### src/rtl/sif_arb.sv
// sif_arb: shares the single SIF access port of the decode buffer/register map
// between NREQ requesters. The winner owns the bus for one burst. Its beats go out
// on sif_addr/sif_wen/sif_ren, and read data comes back one cycle later to
// whichever requester issued the read.
// Optional feature macro: SIF_ARB_RR_EN. When it is defined, arbitration is
// round-robin and a start pointer rotates on every release. When it is
// undefined, arbitration is fixed priority and the lowest valid index wins.
module sif_arb #(
  parameter int NREQ      = 2,
  parameter int SIF_AW    = 22,
  parameter int MAX_BURST = 16
) (
  input  logic                   clk,
  input  logic                   rstn,
  input  logic [NREQ-1:0]        req_valid,
  output logic [NREQ-1:0]        req_ready,
  input  logic [NREQ-1:0]        req_we,
  input  logic [NREQ-1:0]        req_last,
  input  logic [NREQ*SIF_AW-1:0] req_addr,
  input  logic [NREQ*32-1:0]     req_wdata,
  output logic [NREQ-1:0]        rsp_valid,
  output logic [31:0]            rsp_rdata,
  output logic [SIF_AW-1:0]      sif_addr,
  output logic                   sif_wen,
  output logic [31:0]            sif_wdata,
  output logic                   sif_ren,
  input  logic [31:0]            sif_rdata
);

  localparam int GW = $clog2(NREQ);
  localparam int CW = $clog2(MAX_BURST + 1);

  localparam logic [0:0] IDLE = 1'b0;
  localparam logic [0:0] BUSY = 1'b1;

  logic [0:0]      state_q, state_d;
  logic [GW-1:0]   gnt_q, gnt_d;
  logic [CW-1:0]   cnt_q, cnt_d;
  logic [NREQ-1:0] rsp_sel_q, rsp_sel_d;

  logic [GW-1:0]     search_start;
  logic [2*NREQ-1:0] valid_dbl;
  logic [NREQ-1:0]   valid_rot;
  logic [GW-1:0]     pick;
  logic              pick_found;
  logic [NREQ-1:0]   gnt_onehot;
  logic              busy;
  logic              accept;
  logic              release_beat;
  logic [CW-1:0]     cnt_inc;

`ifdef SIF_ARB_RR_EN
  logic [GW-1:0] ptr_q, ptr_d;

  assign search_start = ptr_q;
`else
  assign search_start = '0;
`endif

  // Rotate the request vector so bit 0 corresponds to the search start index.
  assign valid_dbl = {req_valid, req_valid} >> search_start;
  assign valid_rot = valid_dbl[NREQ-1:0];

  // Find the first valid requester at or above the start index, wrapping
  // around. The downward loop lets the closest candidate overwrite the others.
  always_comb begin
    pick       = search_start;
    pick_found = 1'b0;
    for (int i = NREQ - 1; i >= 0; i--) begin
      if (valid_rot[i]) begin
        pick       = GW'((int'(search_start) + i) % NREQ);
        pick_found = 1'b1;
      end
    end
  end

  // Decode the granted index to one-hot. This drives req_ready and tags read returns.
  always_comb begin
    gnt_onehot        = '0;
    gnt_onehot[gnt_q] = 1'b1;
  end

  assign busy         = (state_q == BUSY);
  assign accept       = busy && req_valid[gnt_q];
  assign cnt_inc      = cnt_q + CW'(1);
  assign release_beat = accept && (req_last[gnt_q] || (cnt_inc == CW'(MAX_BURST)));

  // Grant in IDLE. In BUSY, count accepted beats and drop back to IDLE on release.
  always_comb begin
    state_d = state_q;
    gnt_d   = gnt_q;
    cnt_d   = cnt_q;
    if (!busy) begin
      if (pick_found) begin
        state_d = BUSY;
        gnt_d   = pick;
        cnt_d   = '0;
      end
    end else if (accept) begin
      cnt_d = cnt_inc;
      if (release_beat) begin
        state_d = IDLE;
      end
    end
  end

  // Tag each read strobe with its requester so the data can be routed back next cycle.
  assign rsp_sel_d = (accept && !req_we[gnt_q]) ? gnt_onehot : '0;

  // Main state registers. A synchronous reset also cancels any pending read return.
  always_ff @(posedge clk) begin
    if (!rstn) begin
      state_q   <= IDLE;
      gnt_q     <= '0;
      cnt_q     <= '0;
      rsp_sel_q <= '0;
    end else begin
      state_q   <= state_d;
      gnt_q     <= gnt_d;
      cnt_q     <= cnt_d;
      rsp_sel_q <= rsp_sel_d;
    end
  end

`ifdef SIF_ARB_RR_EN
  assign ptr_d = release_beat ? GW'((int'(gnt_q) + 1) % NREQ) : ptr_q;

  // The round-robin start pointer moves just past the requester that released.
  always_ff @(posedge clk) begin
    if (!rstn) begin
      ptr_q <= '0;
    end else begin
      ptr_q <= ptr_d;
    end
  end
`endif

  // Outputs are forced to zero while rstn is low, even before the state
  // registers have seen a reset edge.
  assign req_ready = (rstn && busy) ? gnt_onehot : '0;
  assign sif_wen   = rstn && accept && req_we[gnt_q];
  assign sif_ren   = rstn && accept && !req_we[gnt_q];
  assign sif_addr  = rstn ? req_addr[int'(gnt_q)*SIF_AW +: SIF_AW] : '0;
  assign sif_wdata = rstn ? req_wdata[int'(gnt_q)*32 +: 32] : '0;
  assign rsp_valid = rstn ? rsp_sel_q : '0;
  assign rsp_rdata = (rstn && (|rsp_sel_q)) ? sif_rdata : '0;

endmodule

### config.mk
export PLATFORM = sky130hd
export DESIGN_NAME = sif_arb
export DESIGN_NICKNAME = d
export VERILOG_FILES = /design/src/rtl/sif_arb.sv
export SDC_FILE = /design/constraint.sdc
export NUM_CORES = 1
export LEC_CHECK = 0
export CAP_MARGIN = 0
export CORE_AREA = 2 2 93 95
export CTS_BUF_LIST = sky130_fd_sc_hd__clkbuf_8
export CTS_CLUSTER_DIAMETER = 100
export DETAILED_ROUTE_END_ITERATION = 10
export DIE_AREA = 0 0 95 97
export PLACE_DENSITY = 0.69
export SYNTH_ARGS = -nofsm -noshare
export SYNTH_HDL_FRONTEND = slang
export SYNTH_SLANG_ARGS = --single-unit
### constraint.sdc
create_clock -name clk -period 1.7 [get_ports clk]
set_input_delay 0.17 -clock clk [delete_from_list [all_inputs] [get_ports clk]]
set_output_delay 0.17 -clock clk [all_outputs]
set_load 0.02 [all_outputs]
==> results.md, run 1 <==
* Startpoint Class: flop
* Worst Path Buf+Inv at 2
* Post-DP HPWL at 6.90 mm
* CP Capture Type: output port
* F_max at 0.593 GHz
* Final Non-Filler Cells at 574
* Setup TNS at 0 ns
* Port-buffer cells at 239
* YS warnings at 0
* Leakage at 1.80 nW
* Cell area after synthesis at 0.00154 sq mm
* Starting Density at 0.189
* Max_cap viols at 0
* Worst-Margin Slew at 0.317 ns
* H-tree levels at 1
* Worst Path Arrival at 1.52 ns
* Worst Clk Skew at 0.00376 ns
* Yosys top cell area share at 0.365
* Pwr Density at 349 mW/mm^2
* Synth Flop Type: dfxtp_1
* Final Max Tran Viols at 0
* Initial antenna violation count at 0
* Status: finished clean
* Reg2reg end: cnt_q[2]
* Worst EP required at 1.53 ns
* TritonCTS buffer count at 3
* RSZ-0062 raised after global routing: yes
* Row count at 33
* CTS root buf: clkbuf_8
* First-pass DRT Iterations at 4
* Cts hold-fix bufs at 0
* Post-synthesis cell count at 217
* FFs w/ async S/R, synth at 0
* Hold Fails Final Rpt at 0
* Antenna-violating nets left at 0
* Worst hold-check path type: flop to flop
* Tmin final at 1.69 ns
* Slowest CP cell: dfxtp_4
* First DRT Iteration DRCs at 40
* Top delay family on crit path: buffers and inverters
* Crit path cell chain: buf_4 -> mux2_4 -> nand3_1 -> nor2_1 -> clkdlybuf4s15_1
* Final WL at 8.23 mm
* Final setup viols at 0
* Yosys cell types at 30
* Vias in the first global route at 2,409
* Largest net degree at the start of global routing at 60
* EDFF count, synth at 0
* Tcrit/Tclk final at 0.992
* CTS Sinks at 9
* Critical Path End: sif_wen
* TritonCTS clock tree: yes
* Nets at 620
* Clock Latency Late Sink at 0.23 ns
* Io pins at 240
* R2R cell count at 6
* Post-Place Cells at 563
* Type of the worst setup path: flop to output port
* RR Startpoint: gnt_q
* DR WL/cell at 14.3 microns
* RePlAce Congestion at 0.843
* Commonest cells in the netlist: nor2_1 (61), mux2i_1 (56), and2_1 (35)
* Grt ovf at 0
* Die span in y at 97 microns
* Core footprint at 0.00813 sq mm
* Flops & latches, synth at 9
* Peak VDD IR at 0.221 mV
* Crit-path max cell delay at 0.39 ns
* Worst Setup SP: gnt_q
* Synth top area cells: mux2i_1 (36%), nor2_1 (15%), and2_1 (14%)
* Ant diodes at 0
* First-pass GRT wire length at 11.9 mm
* Cell count along the critical path at 5
* Via Count at 2,424
* Vias per inst at 4.22
* Worst reg-to-reg setup slack at 0.22 ns
* Syn-to-layout area delta at 168%
* Register area share after synthesis at 0.117
* # fillers at 792
* Most common cell in the synthesized netlist: nor2_1
* Synth area leader: mux2i_1
* GRT Util Overall at 0.163
* Critical-path maximum fanout at 5
* Layout cell share with drive strength beyond 1 at 0.194
* Die width at 95 microns
* Syn Area/Cell at 7.09 sq um
* Clock slew at reported path FFs at 0.05 ns
* Worst-case clock buffer depth at 2
* # DRC at 0
* Max transition margin at 0.783
* Syn_nets at 367
* Die area at 0.00922 sq mm
cells in the final DEF (no fill, tap or decap), types with 2 or more instances in the layout:
cell type        synthesis  layout
buf_4                    0      15
nand2_1                  2       2
o21ai_0                  2       2
a21oi_1                  7       7
clkdlybuf4s15_2          0       9
clkdlybuf4s50_1          0     147
mux2i_1                 56      54
ha_1                     2       2
clkbuf_2                 0      36
clkbuf_8                 0       3
dfxtp_1                  9       8
and2_1                  35      35
nor3_1                   6       6
clkdlybuf4s15_1          0      12
inv_1                    1       2
dlygate4sd2_1            0      26
nor2_1                  61      60
mux2i_2                  0       2
buf_2                    6       8
buf_12                   0       8
nand3_1                  4       4
layout make-up:
class | count | area [sq um] | share of cell area
multi-input combinational | 190 | 1290 | 0.313
inverter | 2 | 7.51 | 0.00182
timing repair buffer | 264 | 2460 | 0.598
clock buffer | 3 | 41.3 | 0.0100
clock inverter | 1 | 3.75 | 0.000911
tap | 105 | 131 | 0.0319
sequential | 9 | 184 | 0.0446
how the worst min path moves through the flow:
| stage | from | to | slack (ns) | cells past startpoint |
|---|---|---|---|---|
| 6_report | cnt_q[4] | cnt_q[4] | 0.47 | 1 |
| 5_1_grt | cnt_q[4] | cnt_q[4] | 0.50 | 1 |
| 4_1_cts | cnt_q[4] | cnt_q[4] | 0.47 | 1 |
| 3_5_place_dp | cnt_q[4] | cnt_q[4] | 0.47 | 1 |
| 3_3_place_gp | cnt_q[4] | cnt_q[4] | 0.45 | 1 |
| 2_1_floorplan | req_we[1] | rsp_sel_q[1] | 0.25 | 1 |
through the flow:
step                utilization  total power (W)  instance area [sq um]  hold slack (ns)  setup WS [ns]
floorplan                     -         0.000609                   1540            0.246          0.277
global placement          0.516          0.00124                   4200            0.451         -0.337
detailed placement        0.516          0.00124                   4200            0.465         -0.359
CTS                       0.515          0.00144                   4190            0.472         -0.135
global route              0.507          0.00152                   4120            0.502        -0.0525
finish                    0.507          0.00144                   4120            0.472         0.0138
power by group:
part	leakage (nW)	switching [W]	internal, W	total (W)
combinational	1.70	0.000391	0.000575	0.000966
sequential	0.0739	0.00000914	0.000218	0.000227
clock	0.0269	0.0000855	0.000157	0.000243
logic make-up (layout without fill, tap and decap cells):
kind of cell	Yosys count	count (layout)	share of synthesized area
AOI/OAI and AO/OA	16	16	0.0741
adders and majority gates	2	2	0.0163
DFF	9	9	0.117
xor gates and xnor gates	2	2	0.0114
and+or+nand+nor	112	112	0.346
muxes	58	58	0.382
buffers and inverters	18	270	0.0537
metal layers:
metal  GRT usage  vias up  share of wire
met2       0.330      124           0.54
met5           0        -              0
met1       0.170     1061           0.36
met4      0.0201        0         0.0046
met3      0.0343        4          0.094
li1            -     1235              -
flip-flops by register name, summed over array words and instances, names as in the netlist:
| signal | count |
|---|---|
| gnt_q | 1 |
| cnt_q | 5 |
| busy | 1 |
| rsp_sel_q | 2 |
worst reg2reg max path: cells and delay by family, from the launching register on:
kind / cells / cell delay, ns
flops: 1 / 0.39
compound gates: 2 / 0.37
mux: 1 / 0.29
buf+inv: 2 / 0.26
simple gates: 1 / 0.09
what timing repair did:
item,in CTS,in global routing
setup buffers,4,2
resized for setup,134,90
cloned,0,1
endpoints found under the setup margin,92,61
Note: power is estimated with default switching activity, not from simulation.
==> inputs of run 2 (changes only) <==
==> config.mk (replaced) <==
export PLATFORM = sky130hd
export DESIGN_NAME = sif_arb
export DESIGN_NICKNAME = d
export VERILOG_FILES = /design/src/rtl/sif_arb.sv
export SDC_FILE = /design/constraint.sdc
export NUM_CORES = 1
export LEC_CHECK = 0
export ABC_AREA = 1
export CAP_MARGIN = 0
export CORE_AREA = 2 2 94 96
export CTS_BUF_LIST = sky130_fd_sc_hd__clkbuf_8
export CTS_CLUSTER_DIAMETER = 100
export DETAILED_ROUTE_END_ITERATION = 10
export DIE_AREA = 0 0 96 98
export PLACE_DENSITY = 0.68
export SYNTH_ARGS = -nofsm -noshare
export SYNTH_HDL_FRONTEND = slang
export SYNTH_SLANG_ARGS = --single-unit
==> run 2 against run 1 <==
Effect of this change: synthesized area up 0.98%; utilization down 2.8 points; power down 3.3%; cell count up 17%; combinational power down 4.3%; clock skew down 0.0024 ns; via count up 15%; worst setup slack better by 0.082 ns; sequential cell count unchanged; worst hold slack worse by 0.034 ns; synthesized cell count up 49%; sequential power about the same; critical path type unchanged; largest cell class unchanged; highest routed layer unchanged.
==> results.md, run 2 <==
* Core footprint at 0.00847 sq mm (was 0.00813 sq mm)
* Slowest CP cell: dlygate4sd2_1 (was dfxtp_4)
* Worst hold start: rstn (was cnt_q[4])
* TritonCTS clock tree: yes (unchanged)
* Post-Layout Inst Area at 0.00405 sq mm (was 0.00412 sq mm)
* Post-synthesis cell count at 323 (was 217)
* CTS Sinks at 9 (unchanged)
* Initial antenna violation count at 0 (unchanged)
* Flops & latches, synth at 9 (unchanged)
* Io pins at 240 (unchanged)
* First-pass GRT wire length at 12.9 mm (was 11.9 mm)
* Register area share after synthesis at 0.116 (was 0.117)
* Largest net degree at the start of global routing at 49 (was 60)
* Synth Flop Type: dfxtp_1 (unchanged)
* Die width at 96 microns (was 95 microns)
* Vias per inst at 4.16 (was 4.22)
* Final Non-Filler Cells at 669 (was 574)
* Yosys cell types at 23 (was 30)
* F_max at 0.623 GHz (was 0.593 GHz)
* Die area at 0.00941 sq mm (was 0.00922 sq mm)
* Most common cell in the synthesized netlist: nor2_1 (unchanged)
* Clock Latency Late Sink at 0.23 ns (about the same)
* Final Util at 0.479 (was 0.507)
* FFs w/ async S/R, synth at 0 (unchanged)
* Grt ovf at 0 (unchanged)
* Starting Density at 0.183 (was 0.189)
* Row count at 34 (was 33)
* Placed cell area at 0.00414 sq mm (was 0.00420 sq mm)
* Die span in y at 98 microns (was 97 microns)
* Synth area leader: nor2_1 (was mux2i_1)
* Tmin final at 1.60 ns (was 1.69 ns)
* Top delay family on crit path: buffers and inverters (unchanged)
* Worst-case clock buffer depth at 2 (unchanged)
* Cts hold-fix bufs at 0 (unchanged)
* Most frequent cells in the layout: clkdlybuf4s50_1 (147), nor2_1 (144), dlygate4sd2_1 (79), o21ai_0 (54), inv_1 (45) (was clkdlybuf4s50_1 (147), nor2_1 (60), mux2i_1 (54), clkbuf_2 (36), and2_1 (35))
* CTS root buf: clkbuf_8 (unchanged)
* Startpoint Class: flop (unchanged)
* Tcrit/Tclk final at 0.944 (was 0.992)
* CP Capture Type: output port (unchanged)
* Cell area after synthesis at 0.00155 sq mm (was 0.00154 sq mm)
* Hold Fails Final Rpt at 0 (unchanged)
* Vias in the first global route at 2,585 (was 2,409)
* Leakage at 2.14 nW (was 1.80 nW)
* Worst reg-to-reg setup slack at 0.38 ns (was 0.22 ns)
* Final setup viols at 0 (unchanged)
* Reg2reg end: cnt_q[0] (was cnt_q[2])
* First DRT Iteration DRCs at 64 (was 40)
* Antenna-violating nets left at 0 (unchanged)
* Worst EP required at 1.53 ns (about the same)
* Final Max Tran Viols at 0 (unchanged)
* EDFF count, synth at 0 (unchanged)
* Synth top area cells: nor2_1 (35%), o21ai_0 (17%), dfxtp_1 (12%) (was mux2i_1 (36%), nor2_1 (15%), and2_1 (14%))
* First-pass DRT Iterations at 4 (unchanged)
* Syn_nets at 473 (was 367)
* Peak VDD IR at 0.274 mV (was 0.221 mV)
* GRT Util Overall at 0.168 (was 0.163)
* Critical-path maximum fanout at 20 (was 5)
* Ant diodes at 0 (unchanged)
* Post-DP HPWL at 6.99 mm (was 6.90 mm)
* # fillers at 895 (was 792)
* RePlAce Congestion at 0.815 (was 0.843)
* Post-Place Cells at 665 (was 563)
* Worst Path Buf+Inv at 3 (was 2)
* Crit path cell chain: inv_2 -> buf_12 -> nor2_1 -> nor2_1 -> dlygate4sd2_1 (was buf_4 -> mux2_4 -> nand3_1 -> nor2_1 -> clkdlybuf4s15_1)
* Pwr Density at 343 mW/mm^2 (was 349 mW/mm^2)
* # DRC at 0 (unchanged)
* Max_cap viols at 0 (unchanged)
* Largest regs: cnt_q (5), rsp_sel_q (2) (unchanged)
* Status: finished clean (unchanged)
* Worst hold-check path type: input pin to flop (was flop to flop)
* Worst-Margin Slew at 0.279 ns (was 0.317 ns)
* Nets at 712 (was 620)
* RR Startpoint: gnt_q (unchanged)
* Type of the worst setup path: flop to output port (unchanged)
* Port-buffer cells at 239 (unchanged)
* R2R cell count at 7 (was 6)
* Hold path cells at 4 (was 1)
* Commonest cells in the netlist: nor2_1 (145), o21ai_0 (54), inv_1 (44) (was nor2_1 (61), mux2i_1 (56), and2_1 (35))
* Syn Area/Cell at 4.81 sq um (was 7.09 sq um)
* Clock slew at reported path FFs at 0.04 ns (was 0.05 ns)
* Worst Clk Skew at 0.00133 ns (was 0.00376 ns)
* YS warnings at 0 (unchanged)
* RSZ-0062 raised after global routing: no (was yes)
* Most common cell after layout, fill and taps aside: clkdlybuf4s50_1 (unchanged)
* H-tree levels at 1 (unchanged)
* Worst Path Arrival at 1.43 ns (was 1.52 ns)
* Postcts setup bufs at 0 (was 4)
* Syn-to-layout area delta at 161% (was 168%)
* Yosys top cell area share at 0.351 (was 0.365)
* TritonCTS buffer count at 3 (unchanged)
* Largest reg by FF count: cnt_q (unchanged)
* Layout cell share with drive strength beyond 1 at 0.0642 (was 0.194)
* Final WL at 8.32 mm (was 8.23 mm)
* DR WL/cell at 12.4 microns (was 14.3 microns)
* Power, Total at 0.00139 W (was 0.00144 W)
* Most used cell, CP: nor2_1
* Worst Setup SP: gnt_q (unchanged)
* Max transition margin at 0.814 (was 0.783)
* Via Count at 2,786 (was 2,424)
* Crit-path max cell delay at 0.36 ns (was 0.39 ns)
* Number of flip-flops in the largest register at 5 (unchanged)
* Worst Hold Path EP: busy (was cnt_q[4])
run 2: changes by cell type after synthesis, moves of 2 or more:
| cell | previous run | this run |
|---|---|---|
| and2_1 | 35 | 0 |
| buf_6 | 1 | 4 |
| inv_1 | 1 | 44 |
| mux2i_1 | 56 | 1 |
| nand2_1 | 2 | 20 |
| nand4_1 | 0 | 2 |
| nor2_1 | 61 | 145 |
| nor3_1 | 6 | 4 |
| o21ai_0 | 2 | 54 |
| o21ai_1 | 0 | 2 |
run 2: through the flow:
step / setup WS [ns] / hold WS [ns] / setup TNS [ns]
after floorplan: 0.273 / 0.247 / 0
after global placement: -0.146 / 0.465 / -0.291
after detailed placement: -0.147 / 0.471 / -0.290
after CTS: 0.0436 / 0.440 / 0
after global routing: 0.000316 / 0.448 / 0
final: 0.0954 / 0.438 / 0
run 2: logic make-up after synthesis:
kind of cell | synth area share
multiplexers | 0.00645
adder cells (fa/ha/maj) | 0.0161
buffers and inverters | 0.189
AO/OA/AOI/OAI | 0.224
AND/OR/NAND/NOR | 0.448
flip-flops | 0.116
run 2: worst reg2reg max path: stages (launching register included):
cell and delay, ns:
dfxtp_2 0.33, buf_4 0.16, nor2_1 0.18, nor2_4 0.06, buf_4 0.16, a21oi_4 0.17
inv_1 0.07, a21oi_1 0.11
run 2: repair_timing:
action,CTS,global route
endpoints found under the setup margin,90,11
gates resized for setup,90,17
endpoints found under the hold margin,0,0
run 2: worst max path at each step:
stage | endpoint | slack (ns) | cells after the start
CTS | sif_addr[0] | 0.04 | 5
global route | sif_addr[21] | 0.0003 | 5
global placement | sif_ren | -0.15 | 8
finish | sif_addr[21] | 0.1 | 5
floorplan | req_ready[1] | 0.27 | 4
detailed placement | sif_ren | -0.15 | 8
run 2: final cells by class:
type / instances / area (sq um) / share of cell area
timing repair buffer: 255 / 2440 / 0.602
multi-input combinational: 247 / 1080 / 0.267
sequential: 9 / 181 / 0.0448
inverter: 46 / 173 / 0.0426
tap: 108 / 135 / 0.0333
clock buffer: 3 / 41.3 / 0.0102
clock inverter: 1 / 3.75 / 0.000926
run 2: report_power, final:
| part | total (W) | switching (W) | leakage, nW | internal (W) |
|---|---|---|---|---|
| sequential | 0.000229 | 0.00000880 | 0.0737 | 0.000220 |
| combinational | 0.000924 | 0.000418 | 2.04 | 0.000506 |
| clock | 0.000236 | 0.0000794 | 0.0269 | 0.000157 |
run 2: layer usage:
layer,wire length [microns],vias to the layer above,GRT usage
met5,0,-,0
met4,216,0,0.0516
met3,843,22,0.0455
met2,4220,126,0.308
met1,3050,1173,0.184
li1,-,1465,-
